--- config.mk ---
export PLATFORM = sky130hd
export DESIGN_NAME = axi_ad7124_aux_seq
export DESIGN_NICKNAME = d
export VERILOG_FILES = /design/src/rtl/axi_ad7124_aux_seq.sv
export SDC_FILE = /design/constraint.sdc
export NUM_CORES = 1
export LEC_CHECK = 0
export BUFFER_PORTS_ARGS = -buffer_cell sky130_fd_sc_hd__buf_2
export CAP_MARGIN = 10
export CORE_ASPECT_RATIO = 1.5
export CORE_MARGIN = 2
export CORE_UTILIZATION = 59
export CTS_CLUSTER_DIAMETER = 150
export DETAILED_ROUTE_END_ITERATION = 6
export HOLD_SLACK_MARGIN = 0.15
export PLACE_DENSITY = 0.95
export SLEW_MARGIN = 20
export SYNTH_ARGS = -nofsm -noshare
export SYNTH_HDL_FRONTEND = slang
export SYNTH_SLANG_ARGS = --single-unit
--- constraint.sdc ---
create_clock -name up_clk -period 3.9 [get_ports up_clk]
set_clock_uncertainty 0.05 [all_clocks]
set_input_delay 0.585 -clock up_clk [delete_from_list [all_inputs] [get_ports up_clk]]
set_output_delay 0.585 -clock up_clk [all_outputs]
set_load 0.01 [all_outputs]
--- src/rtl/axi_ad7124_aux_seq.sv ---
// AD7124 auxiliary control: staggered per-channel power-up, immediate power-down,
// and relay switching followed by a settle window that holds off ADC data.
module axi_ad7124_aux_seq #(
    parameter int ID                  = 0,
    parameter int NUM_CH              = 4,
    parameter int PWR_STAGGER_CYCLES  = 50000,
    parameter int RELAY_SETTLE_CYCLES = 100000
) (
    input  logic              up_clk,
    input  logic              up_rst,
    input  logic              up_wreq,
    input  logic [13:0]       up_waddr,
    input  logic [31:0]       up_wdata,
    output logic              up_wack,
    input  logic              up_rreq,
    input  logic [13:0]       up_raddr,
    output logic [31:0]       up_rdata,
    output logic              up_rack,
    output logic [NUM_CH-1:0] ctrl_power_en,
    output logic [NUM_CH-1:0] ctrl_relay_ctrl,
    output logic              ctrl_adc_hold
);
    localparam int          PCW     = $clog2(PWR_STAGGER_CYCLES + 1);
    localparam int          RCW     = $clog2(RELAY_SETTLE_CYCLES + 1);
    localparam logic [31:0] VERSION = 32'h20210301;

    typedef enum logic {P_IDLE, P_WAIT}   pwr_state_t;
    typedef enum logic {R_IDLE, R_SETTLE} relay_state_t;

    logic [31:0]       scratch;
    logic [NUM_CH-1:0] pwr_req;
    logic [NUM_CH-1:0] relay_req;
    logic [NUM_CH-1:0] pwr_act;
    logic [NUM_CH-1:0] pwr_act_nxt;
    logic [NUM_CH-1:0] relay_act;
    logic [NUM_CH-1:0] relay_act_nxt;
    logic [NUM_CH-1:0] pwr_up;
    pwr_state_t        pstate;
    pwr_state_t        pstate_nxt;
    relay_state_t      rstate;
    relay_state_t      rstate_nxt;
    logic [PCW-1:0]    pcnt;
    logic [PCW-1:0]    pcnt_nxt;
    logic [RCW-1:0]    rcnt;
    logic [RCW-1:0]    rcnt_nxt;
    logic              pwr_busy;
    logic              relay_busy;
    logic [31:0]       rd_mux;

    assign pwr_up     = pwr_req & ~pwr_act;
    assign pwr_busy   = (pstate == P_WAIT) || (pwr_up != '0);
    assign relay_busy = (rstate == R_SETTLE) || (relay_req != relay_act);

    // Dropped requests clear every cycle; only one channel is added per stagger window.
    always_comb begin
        pstate_nxt  = pstate;
        pcnt_nxt    = pcnt;
        pwr_act_nxt = pwr_act & pwr_req;
        case (pstate)
            P_IDLE: begin
                if (pwr_up != '0) begin
                    pwr_act_nxt = (pwr_act & pwr_req) | (pwr_up & (~pwr_up + NUM_CH'(1)));
                    pcnt_nxt    = PCW'(PWR_STAGGER_CYCLES - 1);
                    pstate_nxt  = P_WAIT;
                end
            end
            P_WAIT: begin
                if (pcnt == '0) pstate_nxt = P_IDLE;
                else            pcnt_nxt   = pcnt - PCW'(1);
            end
            default: pstate_nxt = P_IDLE;
        endcase
    end

    always_comb begin
        rstate_nxt    = rstate;
        rcnt_nxt      = rcnt;
        relay_act_nxt = relay_act;
        case (rstate)
            R_IDLE: begin
                if (relay_req != relay_act) begin
                    relay_act_nxt = relay_req;
                    rcnt_nxt      = RCW'(RELAY_SETTLE_CYCLES - 1);
                    rstate_nxt    = R_SETTLE;
                end
            end
            R_SETTLE: begin
                if (rcnt == '0) rstate_nxt = R_IDLE;
                else            rcnt_nxt   = rcnt - RCW'(1);
            end
            default: rstate_nxt = R_IDLE;
        endcase
    end

    always_comb begin
        rd_mux = '0;
        case (up_raddr)
            14'h00: rd_mux = VERSION;
            14'h01: rd_mux = 32'(ID);
            14'h02: rd_mux = scratch;
            14'h03: rd_mux = {16'h0, 8'(RELAY_SETTLE_CYCLES > 0), 8'(NUM_CH)};
            14'h10: rd_mux[NUM_CH-1:0] = pwr_req;
            14'h11: rd_mux[NUM_CH-1:0] = relay_req;
            14'h12: rd_mux = {30'h0, relay_busy, pwr_busy};
            14'h13: rd_mux[NUM_CH-1:0] = pwr_act;
            14'h14: rd_mux[NUM_CH-1:0] = relay_act;
            default: rd_mux = '0;
        endcase
    end

    always_ff @(posedge up_clk) begin
        if (up_rst) begin
            up_wack   <= 1'b0;
            up_rack   <= 1'b0;
            up_rdata  <= '0;
            scratch   <= '0;
            pwr_req   <= '0;
            relay_req <= '0;
            pwr_act   <= '0;
            relay_act <= '0;
            pstate    <= P_IDLE;
            rstate    <= R_IDLE;
            pcnt      <= '0;
            rcnt      <= '0;
        end else begin
            up_wack <= up_wreq;
            up_rack <= up_rreq;
            if (up_rreq) up_rdata <= rd_mux;
            if (up_wreq) begin
                case (up_waddr)
                    14'h02:  scratch   <= up_wdata;
                    14'h10:  pwr_req   <= up_wdata[NUM_CH-1:0];
                    14'h11:  relay_req <= up_wdata[NUM_CH-1:0];
                    default: ;
                endcase
            end
            pwr_act   <= pwr_act_nxt;
            relay_act <= relay_act_nxt;
            pstate    <= pstate_nxt;
            rstate    <= rstate_nxt;
            pcnt      <= pcnt_nxt;
            rcnt      <= rcnt_nxt;
        end
    end

    assign ctrl_power_en   = pwr_act;
    assign ctrl_relay_ctrl = relay_act;
    assign ctrl_adc_hold   = relay_busy;

endmodule
==> results.py, run 1 <==
metrics = {
    "status": {
        "status": "complete, but fails checks",
        "violations_in_the_final_reports": "design-rule violations",
    },
    "logic_synthesis": {
        "distinct_cell_type_count_after_synthesis": 53,
        "synth_sequential_area_ratio_pct": 46.20,
        "synthesis.yosys.warnings": 0,
        "mean_cell_area_of_the_mapped_netlist_um2": 8.380,
        "synth_nets": 671,
        "synth_seq_cells": 117,
        "synth_ff_type": "dfxtp_1",
        "syn_inst": 605,
        "post_synth_edffs": 0,
        "mappedNetlistArea_mm2": 0.005070,
        "asyncSetResetFlopFracSynth_pct": 0,
    },
    "place": {
        "portBuffers": 106,
        "dpl_worst_slack_ns": 1.199,
        "gpl.final_weighted_congestion": 0.9025,
        "half_perimeter_wire_length_after_placement_um": 8807,
    },
    "critical_path": {
        "worst-endpoint-arrival_ns": 2.73,
        "timing_worst_setup_path_type": "reg -> reg",
        "cp-end-kind": "flip-flop",
        "timing.critical_path.required_ns": 4.12,
        "critical_path.max_fanout": 6,
        "cp-start-kind": "flip-flop",
    },
    "clocking": {
        "htreeDepth": 4,
        "numCtsBuffers": 17,
        "tritoncts_clock_tree": "yes",
        "cts_hold_repair.buffers": 0,
        "clock_insertion_delay_worst_skew_ns": 0.41,
        "cts_resized": 0,
        "numClockSinks": 117,
        "cts_setup_buffers": 0,
        "root_buffer": "clkbuf_16",
        "clock_tree.buffer_depth": 2,
        "clk_pin_slew_worst_paths_ns": 0.05,
    },
    "grt": {
        "overflow": 0,
        "grt_start_max_net_pins": 52,
        "antenna_found_initial": 0,
        "first_global_vias": 4981,
        "first_pass_grt_wire_length_um": 22940,
        "grt.total_usage_pct": 30.58,
    },
    "power_and_ir_drop": {
        "netSwitchingFraction_pct": 21.88,
        "cellPowerDensity_mw_per_mm2": 454.9,
        "vdd_ir_drop_max_mv": 0.4222,
        "share_clk_of_total_power_pct": 54.1,
        "sequentialPowerShare_pct": 42.5,
        "net_switching_power_of_the_design_mw": 0.6180,
        "leakage_nw": 2.481,
        "power.share.combinational_pct": 3.4,
        "power_report.internal_total_mw": 2.206,
    },
    "timing": {
        "timing.setup.tns_ns": 0,
        "period_minus_slack_ns": 2.507,
        "timing.final.setup_violations": 0,
        "final.hold.worst_slack_ns": 0.3491,
        "finalHoldViolations": 0,
        "tightest_slew_ns": 1.039,
        "final_max_slew_viol_count": 0,
        "grt_setup_unrepaired": "false",
        "tcrit_tclk_final_pct": 64.28,
        "slew-limit-headroom_pct": 30.10,
        "post-route-worst-setup-slack_ns": 1.393,
        "fmaxAchievable_ghz": 0.3989,
    },
    "detailed_routing": {
        "dr_total_vias": 4996,
        "detail_route.drc_violations": 12,
        "route.antenna.remaining_nets": 0,
        "route.detailed.vias_per_inst": 6.115,
        "drt_pre_antenna_iters": 7,
        "wl_per_cell_um": 17.06,
        "drt-total-wl_um": 13930,
        "1st_iter_drt_viols": 486,
    },
    "final_layout": {
        "fillCellCount": 551,
        "mostFrequentLayoutCell": "dfxtp_1",
        "final_layout_size_suffix_gt1_share_pct": 21.13,
        "layout_common_cells": "117 x dfxtp_1, 106 x buf_2, 86 x a21oi_1",
        "fin_nets": 764,
        "insertedDiodeCount": 0,
        "areaGrowthSynthToFinish_pct": 22.48,
        "post-route-util_pct": 74.26,
    },
    "floorplanning": {
        "die_h_um": 117.5,
        "fp.dieW_um": 79.69,
        "fp-row-count": 41,
        "core_region_area_mm2": 0.008362,
        "initial_core_util_pct": 60.63,
        "io_pins": 107,
        "die_area_mm2": 0.009365,
    },
    "min_path": {
        "hold_class": "in -> reg",
    },
    "flow_run": {
        "maxCapViolCount": 0,
    },
}
[kinds of logic (layout without fill, tap and decap cells)]
| family | count (synthesis) | in the layout | synth area share (%) |
|---|---|---|---|
| AOI/OAI and AO/OA | 138 | 138 | 16.44 |
| xor gates and xnor gates | 16 | 16 | 2.764 |
| adders and majority gates | 2 | 2 | 0.4935 |
| buffers and inverters | 44 | 149 | 3.356 |
| DFF | 117 | 117 | 46.20 |
| muxes | 21 | 21 | 4.146 |
| and+or+nand+nor | 267 | 267 | 26.60 |
[power groups by stage]
stage | logic (mW) | registers [mW] | clock network [mW]
after CTS | 0.0931 | 1.20 | 1.53
after floorplan | 0.0419 | 1.23 | 0
final | 0.0948 | 1.20 | 1.53
after detailed placement | 0.0914 | 1.23 | 0
after global routing | 0.102 | 1.20 | 1.59
after global placement | 0.0898 | 1.23 | 0
[metal layers]
| metal | wire length (um) | global-route usage (%) |
|---|---|---|
| met5 | 0 | 0 |
| met4 | 526 | 15.95 |
| met3 | 903 | 7.975 |
| met2 | 7296 | 52.63 |
| met1 | 5208 | 33.71 |
[state kept, by name (all words and copies together), names as in the netlist]
register,count
pcnt,16
ctrl_power_en,4
up_wack,1
pstate,1
rstate,1
relay_req,4
up_rdata,32
ctrl_relay_ctrl,4
up_rack,1
pwr_req,4
rcnt,17
scratch,32
[final timing paths]
check	slack, ns	from	to	cells after the start
setup reg to reg	1.39	rcnt[0]$_SDFFE_PP0P_	rcnt[4]$_SDFFE_PP0P_	7
hold reg to reg	0.41	scratch[3]$_SDFFE_PP0P_	scratch[3]$_SDFFE_PP0P_	2
hold / removal	0.35	up_wreq	up_wack$_SDFF_PP0_	2
setup / recovery	1.39	rcnt[0]$_SDFFE_PP0P_	rcnt[4]$_SDFFE_PP0P_	7
[cells in the mapped netlist, drive strengths merged (3+ instances only)]
master	instances	area, um^2
a31oi	5	31.28
mux2i	21	210.2
clkbuf	26	97.59
nor4	14	93.84
buf	8	35.03
nor2b	29	181.4
nor3b	3	22.52
o211ai	6	45.04
o21ai	8	40.03
a21oi	86	430.4
nor3	16	85.08
o22ai	3	18.77
a211oi	6	45.04
nand2	80	300.3
or4	10	82.58
nand3	4	20.02
dfxtp	117	2342
nand4	7	43.79
nand2b	8	50.05
nor2	67	251.5
inv	10	37.54
xnor2	10	87.58
o2111ai	3	26.28
o31ai	9	67.56
or3	9	56.30
or4b	3	30.03
xor2	6	52.55
and2	3	18.77
[final cells by class]
class,count,area (um^2),share of cell area (%)
Tap cell,107,133.9,2.156
Clock buffer,20,456.7,7.354
Sequential cell,117,2342,37.72
Timing Repair Buffer,108,545.5,8.785
Multi-Input combinational cell,444,2567,41.35
Inverter,10,37.54,0.6045
Clock inverter,11,126.4,2.035
[stage by stage]
stage	total power [mW]	area, um^2	instances
2_1_floorplan	1.270	5070	605
3_5_place_dp	1.318	5623	786
5_1_grt	2.890	6210	817
4_1_cts	2.823	6206	817
3_3_place_gp	1.317	5623	786
6_report	2.824	6210	817
[critical path, cell delays in order (launching register included)]
cell and delay, ns:
dfxtp_1 0.40, inv_1 0.06, ha_1 0.21, or4b_1 0.29
and3b_1 0.27, a2111oi_0 0.79, xnor2_1 0.20, a21oi_1 0.09
(Power assumes the default switching activity.)
==> run 2, diff against run 1 <==
Settings changed: CORE_UTILIZATION 59 to 49, PLACE_DENSITY 0.95 to 0.86.
Clock period 3.9 ns to 2.3 ns, I/O delays scaled along.
==> results.py, run 2 (synthesis results as in run 1) <==
metrics = {
    "timing": {
        "finalHoldViolations": 0,
        "slew-limit-headroom_pct": 38.91,
        "fmaxAchievable_ghz": 0.4543,
        "grt_setup_unrepaired": "false",
        "timing.final.setup_violations": 0,
        "tcrit_tclk_final_pct": 95.70,
        "final_max_slew_viol_count": 0,
        "period_minus_slack_ns": 2.201,
        "tightest_slew_ns": 0.9164,
    },
    "clocking": {
        "htreeDepth": 4,
        "clock_tree.buffer_depth": 2,
        "tritoncts_clock_tree": "yes",
        "numCtsBuffers": 17,
        "clock_insertion_delay_worst_skew_ns": 0.42,
        "clk_pin_slew_worst_paths_ns": 0.05,
        "root_buffer": "clkbuf_16",
        "numClockSinks": 117,
    },
    "critical_path": {
        "cp-start-kind": "flip-flop",
        "crit_slowest_cell": "or4_4",
        "critical_path.max_fanout": 5,
        "timing.critical_path.required_ns": 2.59,
        "cp-end-kind": "flip-flop",
        "crit_buf_inv": 1,
        "peak_per_stage_delay_on_the_critical_path_ns": 0.57,
        "ff_to_ff_start": "rcnt[1]$_SDFFE_PP0P_",
        "reg2reg_setup_slack_ns": 0.1,
        "crit_family": "simple AND/OR/NAND/NOR gates",
        "timing_worst_setup_path_type": "reg -> reg",
        "worstPathCellList": "inv_2, ha_4, or4b_4, nor2b_1, o211ai_1, or4_4, a31oi_4",
        "crit_path_launch": "rcnt[1]$_SDFFE_PP0P_",
        "worst-endpoint-arrival_ns": 2.49,
    },
    "floorplanning": {
        "fp.dieW_um": 87.05,
        "io_pins": 107,
        "initial_core_util_pct": 50.30,
        "core_region_area_mm2": 0.01008,
        "die_h_um": 128.6,
        "die_area_mm2": 0.01119,
        "fp-row-count": 45,
    },
    "final_layout": {
        "finish.instance_area_mm2": 0.006784,
        "final_layout_size_suffix_gt1_share_pct": 23.09,
        "fin_nets": 811,
        "layout_top_registers": "scratch (32), up_rdata (32), rcnt (17)",
        "insertedDiodeCount": 0,
        "finalNonFillerCells": 875,
        "fillCellCount": 671,
        "mostFrequentLayoutCell": "dfxtp_1",
        "layout_common_cells": "115 x dfxtp_1, 106 x buf_2, 86 x a21oi_1",
        "areaGrowthSynthToFinish_pct": 33.81,
    },
    "detailed_routing": {
        "dr_total_vias": 5138,
        "drt_pre_antenna_iters": 6,
        "route.antenna.remaining_nets": 0,
        "1st_iter_drt_viols": 380,
        "detail_route.drc_violations": 0,
        "wl_per_cell_um": 17.23,
        "route.detailed.vias_per_inst": 5.872,
        "drt-total-wl_um": 15080,
    },
    "power_and_ir_drop": {
        "share_clk_of_total_power_pct": 56.5,
        "power_report.internal_total_mw": 4.108,
        "overall_power_after_layout_mw": 5.179,
        "power.share.combinational_pct": 4.2,
        "vdd_ir_drop_max_mv": 0.5808,
        "netSwitchingFraction_pct": 20.69,
        "sequentialPowerShare_pct": 39.3,
        "leakage_nw": 2.740,
        "net_switching_power_of_the_design_mw": 1.072,
        "cellPowerDensity_mw_per_mm2": 763.5,
    },
    "grt": {
        "overflow": 0,
        "grt_start_max_net_pins": 92,
        "first_global_vias": 5329,
        "grt.total_usage_pct": 27.65,
        "first_pass_grt_wire_length_um": 24470,
        "antenna_found_initial": 0,
    },
    "min_path": {
        "hold_class": "in -> reg",
        "worst_hold_startpoint": "up_wdata[3]",
    },
    "flow_run": {
        "maxCapViolCount": 0,
    },
    "place": {
        "portBuffers": 106,
        "gpl.final_weighted_congestion": 0.8527,
        "dp_cells": 810,
        "half_perimeter_wire_length_after_placement_um": 9176,
        "dpl-instance-area_mm2": 0.005766,
    },
    "status": {
        "status": "finished clean",
    },
}
==> run 2: changes by cell type in the layout (fill, tap and decap cells not counted), moves of 2 or more <==
cell           previous run  this run
buf_12                    0         2
buf_4                     2        16
bufinv_16                 2         5
clkinv_2                  2         4
clkinvlp_4                4         2
dfxtp_1                 117       115
dfxtp_2                   0         2
dlygate4sd3_1             0        31
inv_1                    10         8
inv_2                     0         2
==> run 2: power by group through the flow <==
stage	sequential, mW	combinational (mW)	clock [mW]
global placement	2.08	0.160	0
floorplan	2.08	0.0710	0
detailed placement	2.08	0.163	0
global route	2.04	0.230	3.04
finish	2.04	0.216	2.93
CTS	2.04	0.205	2.93
==> run 2: per-stage QoR <==
| step | setup slack, ns | hold WS, ns | setup TNS [ns] | util (%) |
|---|---|---|---|---|
| floorplan | 0.1972 | 0.3866 | 0 | - |
| global placement | 0.02231 | 0.3926 | 0 | 57.21 |
| detailed placement | -0.05012 | 0.3986 | -0.1308 | 57.21 |
| CTS | 0.006640 | 0.1601 | 0 | 66.79 |
| global route | 0.01482 | 0.1602 | 0 | 67.31 |
| finish | 0.09894 | 0.1662 | 0 | 67.31 |
==> run 2: path summary, 6_finish.rpt <==
path / endpoint / cells past startpoint
worst max-delay path: rcnt[10]$_SDFFE_PP0P_ / 7
worst min-delay path: scratch[3]$_SDFFE_PP0P_ / 3
worst max register to register: rcnt[10]$_SDFFE_PP0P_ / 7
worst min register to register: scratch[5]$_SDFFE_PP0P_ / 2
==> run 2: routing by layer <==
metal	wire, um	track usage [%]	part of all wire [%]	up-vias
li1	-	-	-	2414
met3	975	8.724	6.5	58
met4	638	14.06	4.2	0
met2	7953	49.30	53	253
met1	5513	28.51	37	2413
met5	0	0	0	-
==> run 2: what timing repair did <==
item                                   in CTS  in global routing
hold buffers                               31                  0
resized for setup                           0                 10
endpoints found under the hold margin      31                  0
setup endpoints to repair                   0                  3
setup buffers                               0                  2
==> run 2: worst register-to-register path, cell delays in order, from the launching register on <==
cell and delay (ns):
dfxtp_2 0.33, inv_2 0.06, ha_4 0.13, or4b_4 0.49
nor2b_1 0.13, o211ai_1 0.21, or4_4 0.57, a31oi_4 0.14
==> run 2: area by class of cell <==
cell class | count | area (um^2) | area share (%)
Clock buffer | 19 | 452.9 | 6.676
Timing Repair Buffer | 155 | 1001 | 14.75
Sequential cell | 117 | 2345 | 34.56
Clock inverter | 13 | 202.7 | 2.988
Multi-Input combinational cell | 444 | 2599 | 38.31
Inverter | 10 | 37.54 | 0.5533
Tap cell | 117 | 146.4 | 2.158
